$ cat src/rtl/frontend_pkg.sv
// -----------------------------------------------------------------------------
// frontend_pkg
// Shared frontend constants and the wiped fetch-block record that travels from
// the fetch wipe stage into the instruction buffer.
//   FETCH_NUM_INSTS : instruction slots per fetch block
//   FETCH_INST_W    : bits per instruction slot
//   FETCH_PC_W      : program counter width
//   INST_BYTES      : bytes covered by one slot
//   BLOCK_OFF_W     : byte-offset bits inside one fetch block
//   fetch_blk_t     : wiped data, live-slot mask, next fetch PC, ignored-prediction flag
// -----------------------------------------------------------------------------
package frontend_pkg;

  localparam int FETCH_NUM_INSTS = 16;
  localparam int FETCH_INST_W    = 32;
  localparam int FETCH_PC_W      = 64;
  localparam int INST_BYTES      = 4;
  localparam int BLOCK_OFF_W     = $clog2(FETCH_NUM_INSTS * INST_BYTES);

  typedef struct packed {
    logic [FETCH_NUM_INSTS*FETCH_INST_W-1:0] data;
    logic [FETCH_NUM_INSTS-1:0]              slot_valid;
    logic [FETCH_PC_W-1:0]                   next_pc;
    logic                                    pred_oob;
  } fetch_blk_t;

endpackage

$ cat src/rtl/fetch_wipe_buf.sv
// -----------------------------------------------------------------------------
// fetch_wipe_buf
// Generic two-entry valid/ready FIFO with a synchronous flush.
//   clock, reset_n       : clock, asynchronous active-low reset
//   flush                : empties the FIFO at the next edge, beats push and pop
//   in_valid / in_ready  : producer handshake; in_ready comes straight off the
//                          occupancy register (no path from out_ready)
//   in_data              : WIDTH-bit payload
//   out_valid / out_ready: consumer handshake, head entry drives out_data
//   out_data             : head payload (all zeros after reset)
// -----------------------------------------------------------------------------
module fetch_wipe_buf #(
  parameter int WIDTH = 8
) (
  input  logic             clock,
  input  logic             reset_n,
  input  logic             flush,
  input  logic             in_valid,
  output logic             in_ready,
  input  logic [WIDTH-1:0] in_data,
  output logic             out_valid,
  input  logic             out_ready,
  output logic [WIDTH-1:0] out_data
);

  logic [WIDTH-1:0] mem [2];
  logic             wr_ptr;
  logic             rd_ptr;
  logic [1:0]       count;
  logic             push;
  logic             pop;

  assign in_ready  = ~count[1];
  assign out_valid = (count != 2'd0);
  assign push      = in_valid & in_ready & ~flush;
  assign pop       = out_valid & out_ready & ~flush;
  assign out_data  = mem[rd_ptr];

  // NOTE: sequential state uses non-blocking assignments so every flop samples
  // pre-edge values. The storage array is reset on purpose here: the head is
  // visible on out_data and must read as zero straight out of reset.
  always_ff @(posedge clock or negedge reset_n) begin
    if (!reset_n) begin
      mem[0] <= '0;
      mem[1] <= '0;
      wr_ptr <= 1'b0;
      rd_ptr <= 1'b0;
      count  <= 2'd0;
    end else if (flush) begin
      wr_ptr <= 1'b0;
      rd_ptr <= 1'b0;
      count  <= 2'd0;
    end else begin
      if (push) begin
        mem[wr_ptr] <= in_data;
        wr_ptr      <= ~wr_ptr;
      end
      if (pop) begin
        rd_ptr <= ~rd_ptr;
      end
      count <= count + {1'b0, push} - {1'b0, pop};
    end
  end

endmodule

$ cat src/rtl/fetch_wipe_stage.sv
// -----------------------------------------------------------------------------
// fetch_wipe_stage
// Wipes one fetch block against its entry PC and taken-branch prediction, then
// holds the result in a two-entry buffer (latency 1 from accept to out_*).
//   clock, reset_n  : clock, asynchronous active-low reset
//   flush           : redirect, drops held and incoming blocks
//   in_valid/in_ready, in_data, in_base_pc, in_pred_taken, in_trigger_pc,
//   in_target_pc    : incoming block and its prediction
//   out_valid/out_ready, out_data, out_slot_valid, out_next_pc, out_pred_oob :
//                     wiped block at the buffer head
// Build option FETCH_WIPE_PERF_EN adds saturating counters perf_wiped_blks
// (accepted blocks whose tail was cut by a prediction) and perf_oob_cnt
// (accepted blocks whose prediction was ignored); flush does not clear them.
// -----------------------------------------------------------------------------
module fetch_wipe_stage #(
  parameter int NUM_INSTS  = frontend_pkg::FETCH_NUM_INSTS,
  parameter int INST_W     = frontend_pkg::FETCH_INST_W,
  parameter int PC_W       = frontend_pkg::FETCH_PC_W,
  parameter int INST_BYTES = frontend_pkg::INST_BYTES
) (
  input  logic                        clock,
  input  logic                        reset_n,
  input  logic                        flush,
  input  logic                        in_valid,
  output logic                        in_ready,
  input  logic [NUM_INSTS*INST_W-1:0] in_data,
  input  logic [PC_W-1:0]             in_base_pc,
  input  logic                        in_pred_taken,
  input  logic [PC_W-1:0]             in_trigger_pc,
  input  logic [PC_W-1:0]             in_target_pc,
  output logic                        out_valid,
  input  logic                        out_ready,
  output logic [NUM_INSTS*INST_W-1:0] out_data,
  output logic [NUM_INSTS-1:0]        out_slot_valid,
  output logic [PC_W-1:0]             out_next_pc,
  output logic                        out_pred_oob
`ifdef FETCH_WIPE_PERF_EN
  ,
  output logic [31:0]                 perf_wiped_blks,
  output logic [31:0]                 perf_oob_cnt
`endif
);

  localparam int BLOCK_BYTES = NUM_INSTS * INST_BYTES;
  localparam int OFF_W       = $clog2(BLOCK_BYTES);
  localparam int IB_W        = $clog2(INST_BYTES);
  localparam int SLOT_W      = OFF_W - IB_W;

  // Same layout as frontend_pkg::fetch_blk_t, sized by this instance's parameters.
  typedef struct packed {
    logic [NUM_INSTS*INST_W-1:0] data;
    logic [NUM_INSTS-1:0]        slot_valid;
    logic [PC_W-1:0]             next_pc;
    logic                        pred_oob;
  } blk_t;

  logic [PC_W-1:0]   blk_pc;
  logic [PC_W-1:0]   diff;
  logic [SLOT_W-1:0] start_slot;
  logic [SLOT_W-1:0] trig_slot;
  logic              in_range;
  logic              aligned;
  logic              pred_ok;
  blk_t              wiped;
  blk_t              head;

  assign blk_pc     = in_base_pc & ~PC_W'(BLOCK_BYTES - 1);
  assign start_slot = in_base_pc[OFF_W-1:IB_W];
  assign diff       = in_trigger_pc - blk_pc;
  // Only meaningful when in_range holds; pred_ok is gated accordingly.
  assign trig_slot  = diff[OFF_W-1:IB_W];
  assign in_range   = diff < PC_W'(BLOCK_BYTES);
  assign aligned    = (diff & PC_W'(INST_BYTES - 1)) == '0;
  // A trigger before the entry slot can never be reached, so it is ignored.
  assign pred_ok    = in_pred_taken & in_range & aligned & (trig_slot >= start_slot);

  always_comb begin
    // NOTE: full default first so no path through this block can infer a latch.
    wiped = '0;
    for (int i = 0; i < NUM_INSTS; i++) begin
      wiped.slot_valid[i] = (SLOT_W'(i) >= start_slot) && (!pred_ok || (SLOT_W'(i) <= trig_slot));
      if (wiped.slot_valid[i]) begin
        wiped.data[i*INST_W +: INST_W] = in_data[i*INST_W +: INST_W];
      end
    end
    wiped.next_pc  = pred_ok ? in_target_pc : blk_pc + PC_W'(BLOCK_BYTES);
    wiped.pred_oob = in_pred_taken & ~pred_ok;
  end

  fetch_wipe_buf #(
    .WIDTH($bits(blk_t))
  ) u_buf (
    .clock    (clock),
    .reset_n  (reset_n),
    .flush    (flush),
    .in_valid (in_valid),
    .in_ready (in_ready),
    .in_data  (wiped),
    .out_valid(out_valid),
    .out_ready(out_ready),
    .out_data (head)
  );

  assign out_data       = head.data;
  assign out_slot_valid = head.slot_valid;
  assign out_next_pc    = head.next_pc;
  assign out_pred_oob   = head.pred_oob;

`ifdef FETCH_WIPE_PERF_EN
  logic push_fire;
  assign push_fire = in_valid & in_ready & ~flush;

  always_ff @(posedge clock or negedge reset_n) begin
    if (!reset_n) begin
      perf_wiped_blks <= '0;
      perf_oob_cnt    <= '0;
    end else begin
      if (push_fire && pred_ok && (trig_slot < SLOT_W'(NUM_INSTS - 1)) && (perf_wiped_blks != '1)) begin
        perf_wiped_blks <= perf_wiped_blks + 32'd1;
      end
      if (push_fire && wiped.pred_oob && (perf_oob_cnt != '1)) begin
        perf_oob_cnt <= perf_oob_cnt + 32'd1;
      end
    end
  end
`endif

endmodule

$ cat config.mk
export PLATFORM = sky130hd
export DESIGN_NAME = fetch_wipe_stage
export DESIGN_NICKNAME = d
export VERILOG_FILES = /design/src/rtl/frontend_pkg.sv /design/src/rtl/fetch_wipe_buf.sv /design/src/rtl/fetch_wipe_stage.sv
export SDC_FILE = /design/constraint.sdc
export NUM_CORES = 2
export LEC_CHECK = 0
export BUFFER_PORTS_ARGS = -buffer_cell sky130_fd_sc_hd__buf_2
export CORE_AREA = 8 8 498 500
export CTS_BUF_LIST = sky130_fd_sc_hd__clkbuf_8
export DETAILED_ROUTE_END_ITERATION = 16
export DIE_AREA = 0 0 506 508
export GPL_TIMING_DRIVEN = 0
export SYNTH_ARGS = -nofsm -noshare
export SYNTH_HDL_FRONTEND = slang
export SYNTH_HIERARCHICAL = 1
export SYNTH_SLANG_ARGS = --single-unit
$ cat constraint.sdc
create_clock -name clock -period 2.2 [get_ports clock]
set_input_delay 0.22 -clock clock [delete_from_list [all_inputs] [get_ports clock]]
set_output_delay 0.22 -clock clock [all_outputs]
set_load 0.01 [all_outputs]
### After elaboration in Yosys (flattened, before gate mapping)

Cells that the tools add are included.

* add/subtract/negate cells: 4
* $lt $le $gt $ge: 37
* muxes and demuxes: 28
* bitwise gates (word level): 15
* reductions and logical operators: 39

Operators with widths (number)
* $mux 593: 4
* $bwmux 1186: 1
* $demux 593 s1: 1
* $mux 32: 16
* $add 64x7->64 const B: 1
* $logic_not 64->1: 1
* $lt 64x7->1 const B: 1
* $mux 64: 1
* $sub 64x64->64: 1
* $ge 4x4->1 const A: 8
* $le 4x4->1 const A: 8
* $logic_and 1x1->1: 17
* $ge 3x4->1 const A: 4
* $le 3x4->1 const A: 4
* $logic_or 1x1->1: 16
* $and 1x1->1: 8
* $ge 1x4->1 const A: 2
* $ge 2x4->1 const A: 2
* $le 1x4->1 const A: 2
* $le 2x4->1 const A: 2
* $reduce_bool 2->1: 3
* $not 1->1: 5
* $ge 2x2->1 const B: 2
* $ge 4x4->1: 1
* 8 further kinds: 12

* register bits after elaboration: 1190
* input bits: 710
* output and inout port bits: 595
* word-level logic and storage cells: 128

### Depth between registers and ports, before layout

* depth in word-level cells: 10
* gate-level depth with buffers: 19
* mapped depth without buffers: 16

### Cells and area by module

The synthesis kept the hierarchy.

By module, submodules not included
* fetch_wipe_buf: times used 1, cells an instance 3186, area an instance 56472.9 sq um, seq. area each 29778.6 sq um
* fetch_wipe_stage: times used 1, cells an instance 2098, area an instance 11553.6 sq um, seq. area each 0.0 sq um

### Worst setup path before layout

Ideal clock, no wire load.

* path kind: input to register
* from: in in_trigger_pc[6]
* to: reg u_buf/mem[53] (netlist name)
* setup time: 0.125 ns
* arrival: 4.067 ns
* required time: 2.075 ns
* path slack: -1.992 ns
* cell stages on the path: 18
* buffers on the path: 2
* cell sequence: inv_1 ha_1 inv_1 fa_1 nand3_1 a21oi_1 o21ai_1 a31oi_2 a21oi_1 o221ai_1 or3_1 a32o_1 or4_1 nor4_2 buf_2 buf_4 mux2_2 mux2_4

RTL lines
* start, declared: RTL line fetch_wipe_stage.sv:29 `input logic [PC_W-1:0] in_trigger_pc,`
* end signal, assigned by index: RTL line fetch_wipe_buf.sv:55 `mem[wr_ptr] <= in_data;`
* end, declared: RTL line fetch_wipe_buf.sv:26 `logic [WIDTH-1:0] mem [2];`

==> results.ini <==
[yosys]
avgSynthCellArea_um2 = 12.87
yosys_most_used_dff = dfrtp_1
async_flop_share_pct = 100.0
ys_types = 80
synth_edf_count = 0
yosysWarnings = 6
netlist_area_um2 = 68030
ys_ff_latch = 1190
synth_seq_area_share_pct = 43.77
syn-num-nets = 6059
syn_inst = 5284

[grt]
grt_max_degree = 173
antenna_found_initial = 72
grt_pass1_vias = 57800
overflow = 0
grtUsageTotal_pct = 23.61
grt_pass1_wl_um = 443100

[run]
max-cap-violations = 1

[routing]
ant_nets = 0
drc = 0
avgViaCountPerCell = 4.926
drt_iter0_drc = 4051
dr.pass1.iters = 6
wl_um = 319300
wl_per_cell_um = 29.16
dr_total_vias = 53940

[timing]
slew_viol_final = 7
fin_crit_ns = 3.912
finalHoldViolCount = 472
period_share_pct = 177.8
setup_tns_ns = -2364.02
hold_ws_ns = -0.7554
slew_headroom_pct = -1.023
setup_violations = 1779
rsz0062_at_grt = yes
finalWorstSetupSlack_ns = -1.712
tightest_slew_ns = 1.503
clock_skew_ns = 0.08595
fmax_mhz = 255.6

[pwr]
comb_power_share_pct = 38.8
leakage_nw = 44.44
seqPwrFrac_pct = 35.9
switching_share_pct = 34.37
p_clk_share_pct = 25.3
power_density_nw_per_um2 = 961.2
ir_drop_uv = 889.2
internal_power_mw = 60.20
switchingPower_mw = 31.53

[setup_path]
reg2reg_depth = 6
path_class = in -> reg
endpoint_kind = register
timing.rr.start = u_buf/count[1]
rrSetupSlack_ns = -0.31
critPathRequiredTime_ns = 3.06
cp-endpoint = u_buf/mem[208]
crit_arrival_ns = 4.77
worstSetupStartpoint = in_base_pc[29]
cp_max_fo = 10
crit_path_start_kind = input pin
reg2reg_to = u_buf/mem[195]

[clock_network]
cts_tree = done
insertion_delay_ns = 0.97
path_clk_slew_ns = 0.06
cts.sinks = 1190
numCtsBuffers = 216
cts.path.max_buffers = 3
htree_levels = 4
cts_root_buffer = clkbuf_8

[die]
die_height_um = 508
core_um2 = 239600
dieArea_um2 = 257000
start_util_pct = 28.39
io_pins = 1305
die_width_um = 506
rows = 180

[finish]
areaGrowthSynthToFinish_pct = 40.29
drive_gt1_share_pct = 54.54
nets = 8330
fin_cells = 10950

[status]
status = complete, but fails checks
violations = hold timing, capacitance limit, slew limit, setup timing

[hold_path]
min_path_type = in -> async

[placement]
dp.cells = 9780
routabilityCongestion = 0.9362
hpwl_um = 245200
place.port_buffers = 1299

==> registers in the layout, indices dropped and copies added (netlist names) <==
register,count
u_buf/wr_ptr,1
u_buf/mem,1186
u_buf/count,2
u_buf/rd_ptr,1
==> kinds of logic (layout without fill, tap and decap cells) <==
| logic type | after synthesis | in the layout | synth area share (%) |
|---|---|---|---|
| DFF | 1190 | 1190 | 43.77 |
| xor gates and xnor gates | 85 | 85 | 1.094 |
| AOI/OAI and AO/OA | 767 | 767 | 6.494 |
| and+or+nand+nor | 857 | 857 | 5.580 |
| muxes | 1844 | 1844 | 36.04 |
| other | 0 | 38 | 0 |
| buffers and inverters | 476 | 2919 | 5.814 |
| adders and majority gates | 65 | 65 | 1.207 |
==> layer usage <==
metal	track usage (%)	up-vias	share of wire (%)
li1	-	23520	-
met1	28.58	27500	40
met2	39.07	2293	47
met3	6.414	592	7.1
met4	11.11	36	5.5
met5	0	-	0.071
==> how the worst min path moves through the flow <==
stage | slack [ns] | from | cells after the start | endpoint
global placement | 0.46 | u_buf/mem[530] | 1 | u_buf/mem[530]
detailed placement | 0.26 | reset_n | 1 | u_buf/mem[589]
floorplan | -0.08 | reset_n | 0 | u_buf/count[0]
global route | -0.81 | reset_n | 1 | u_buf/mem[1177]
CTS | -0.89 | reset_n | 1 | u_buf/mem[1177]
finish | -0.76 | reset_n | 1 | u_buf/mem[1177]
==> through the flow <==
stage | power, mW | area, um^2 | worst slack (ns) | hold slack (ns) | utilization [%]
final | 91.73 | 95430 | -1.712 | -0.7554 | 39.83
after global routing | 96.07 | 95400 | -1.658 | -0.8141 | 39.81
after CTS | 92.49 | 93750 | -1.449 | -0.8941 | 39.12
after detailed placement | 67.09 | 80100 | -5.728 | 0.2600 | 33.43
after global placement | 66.54 | 79780 | -25.28 | 0.4635 | 33.29
after floorplan | 53.02 | 69290 | -1.674 | -0.07559 | -
==> critical path: stages <==
cell	delay [ns]
buf_2	0.14
inv_1	0.09
ha_1	0.32
buf_8	0.16
nand2_2	0.10
or4_4	0.54
a2bb2oi_2	0.17
o211ai_4	0.13
buf_4	0.17
a21oi_4	0.07
a2111oi_4	0.43
o2111ai_2	0.17
or4_4	0.45
nor4_4	0.30
buf_6	0.17
buf_6	0.16
buf_12	0.19
buf_12	0.16
a31oi_2	0.12
buf_12	0.21
mux2_4	0.26
==> layout by cell type, fill, tap and decap left out, types with 83 or more instances in the layout <==
cell	instances
a21oi_1	263
a21oi_2	155
a21oi_4	83
buf_12	145
buf_2	1340
clkbuf_1	106
clkbuf_8	304
dfrtp_1	1190
dlygate4sd3_1	673
inv_1	112
mux2_2	749
mux2_4	1059
nand2_1	516
==> power groups by stage <==
| stage | Clock [mW] | Sequential (mW) | Combinational, mW |
|---|---|---|---|
| final | 23.2 | 32.9 | 35.6 |
| after global routing | 25.0 | 33.7 | 37.4 |
| after CTS | 24.0 | 32.8 | 35.8 |
| after detailed placement | 0 | 33.0 | 34.1 |
| after global placement | 0 | 32.7 | 33.8 |
| after floorplan | 0 | 31.7 | 21.3 |
==> what timing repair did <==
action,4_1_cts,5_1_grt
hold buffers,672,1
pin swaps,52,15
cloned,9,19
setup buffers,42,9
endpoints found under the setup margin,1780,2078
resized for setup,373,220
hold endpoints to repair,1724,322
==> final cells by class <==
| class | count | area [um^2] |
|---|---|---|
| fill | 22550 | 144200 |
| multi-input combinational | 3618 | 37060 |
| sequential | 1190 | 29780 |
| timing repair buffer | 2061 | 14820 |
| buffer | 386 | 4553 |
| tap | 3185 | 3985 |
| clock buffer | 287 | 3950 |
| clock inverter | 103 | 848.3 |
| inverter | 82 | 349.1 |
| antenna | 38 | 95.09 |
==> synth_stat cells (41+ instances only) <==
master | instances | area, um^2
mux2_1 | 68 | 765.7
buf_12 | 110 | 2202
dfrtp_1 | 1190 | 29780
ha_1 | 64 | 800.8
nor3_1 | 41 | 205.2
a31oi_1 | 42 | 262.8
inv_1 | 81 | 304.0
mux2_4 | 1000 | 15010
nand3_1 | 58 | 290.3
a21boi_0 | 41 | 307.8
nor2_1 | 80 | 300.3
o21ai_0 | 44 | 220.2
clkbuf_1 | 140 | 525.5
buf_2 | 93 | 465.5
nand2_1 | 523 | 1963
a21oi_1 | 500 | 2502
mux2_2 | 772 | 8693
xnor2_1 | 74 | 648.1
(Power assumes the default switching activity.)
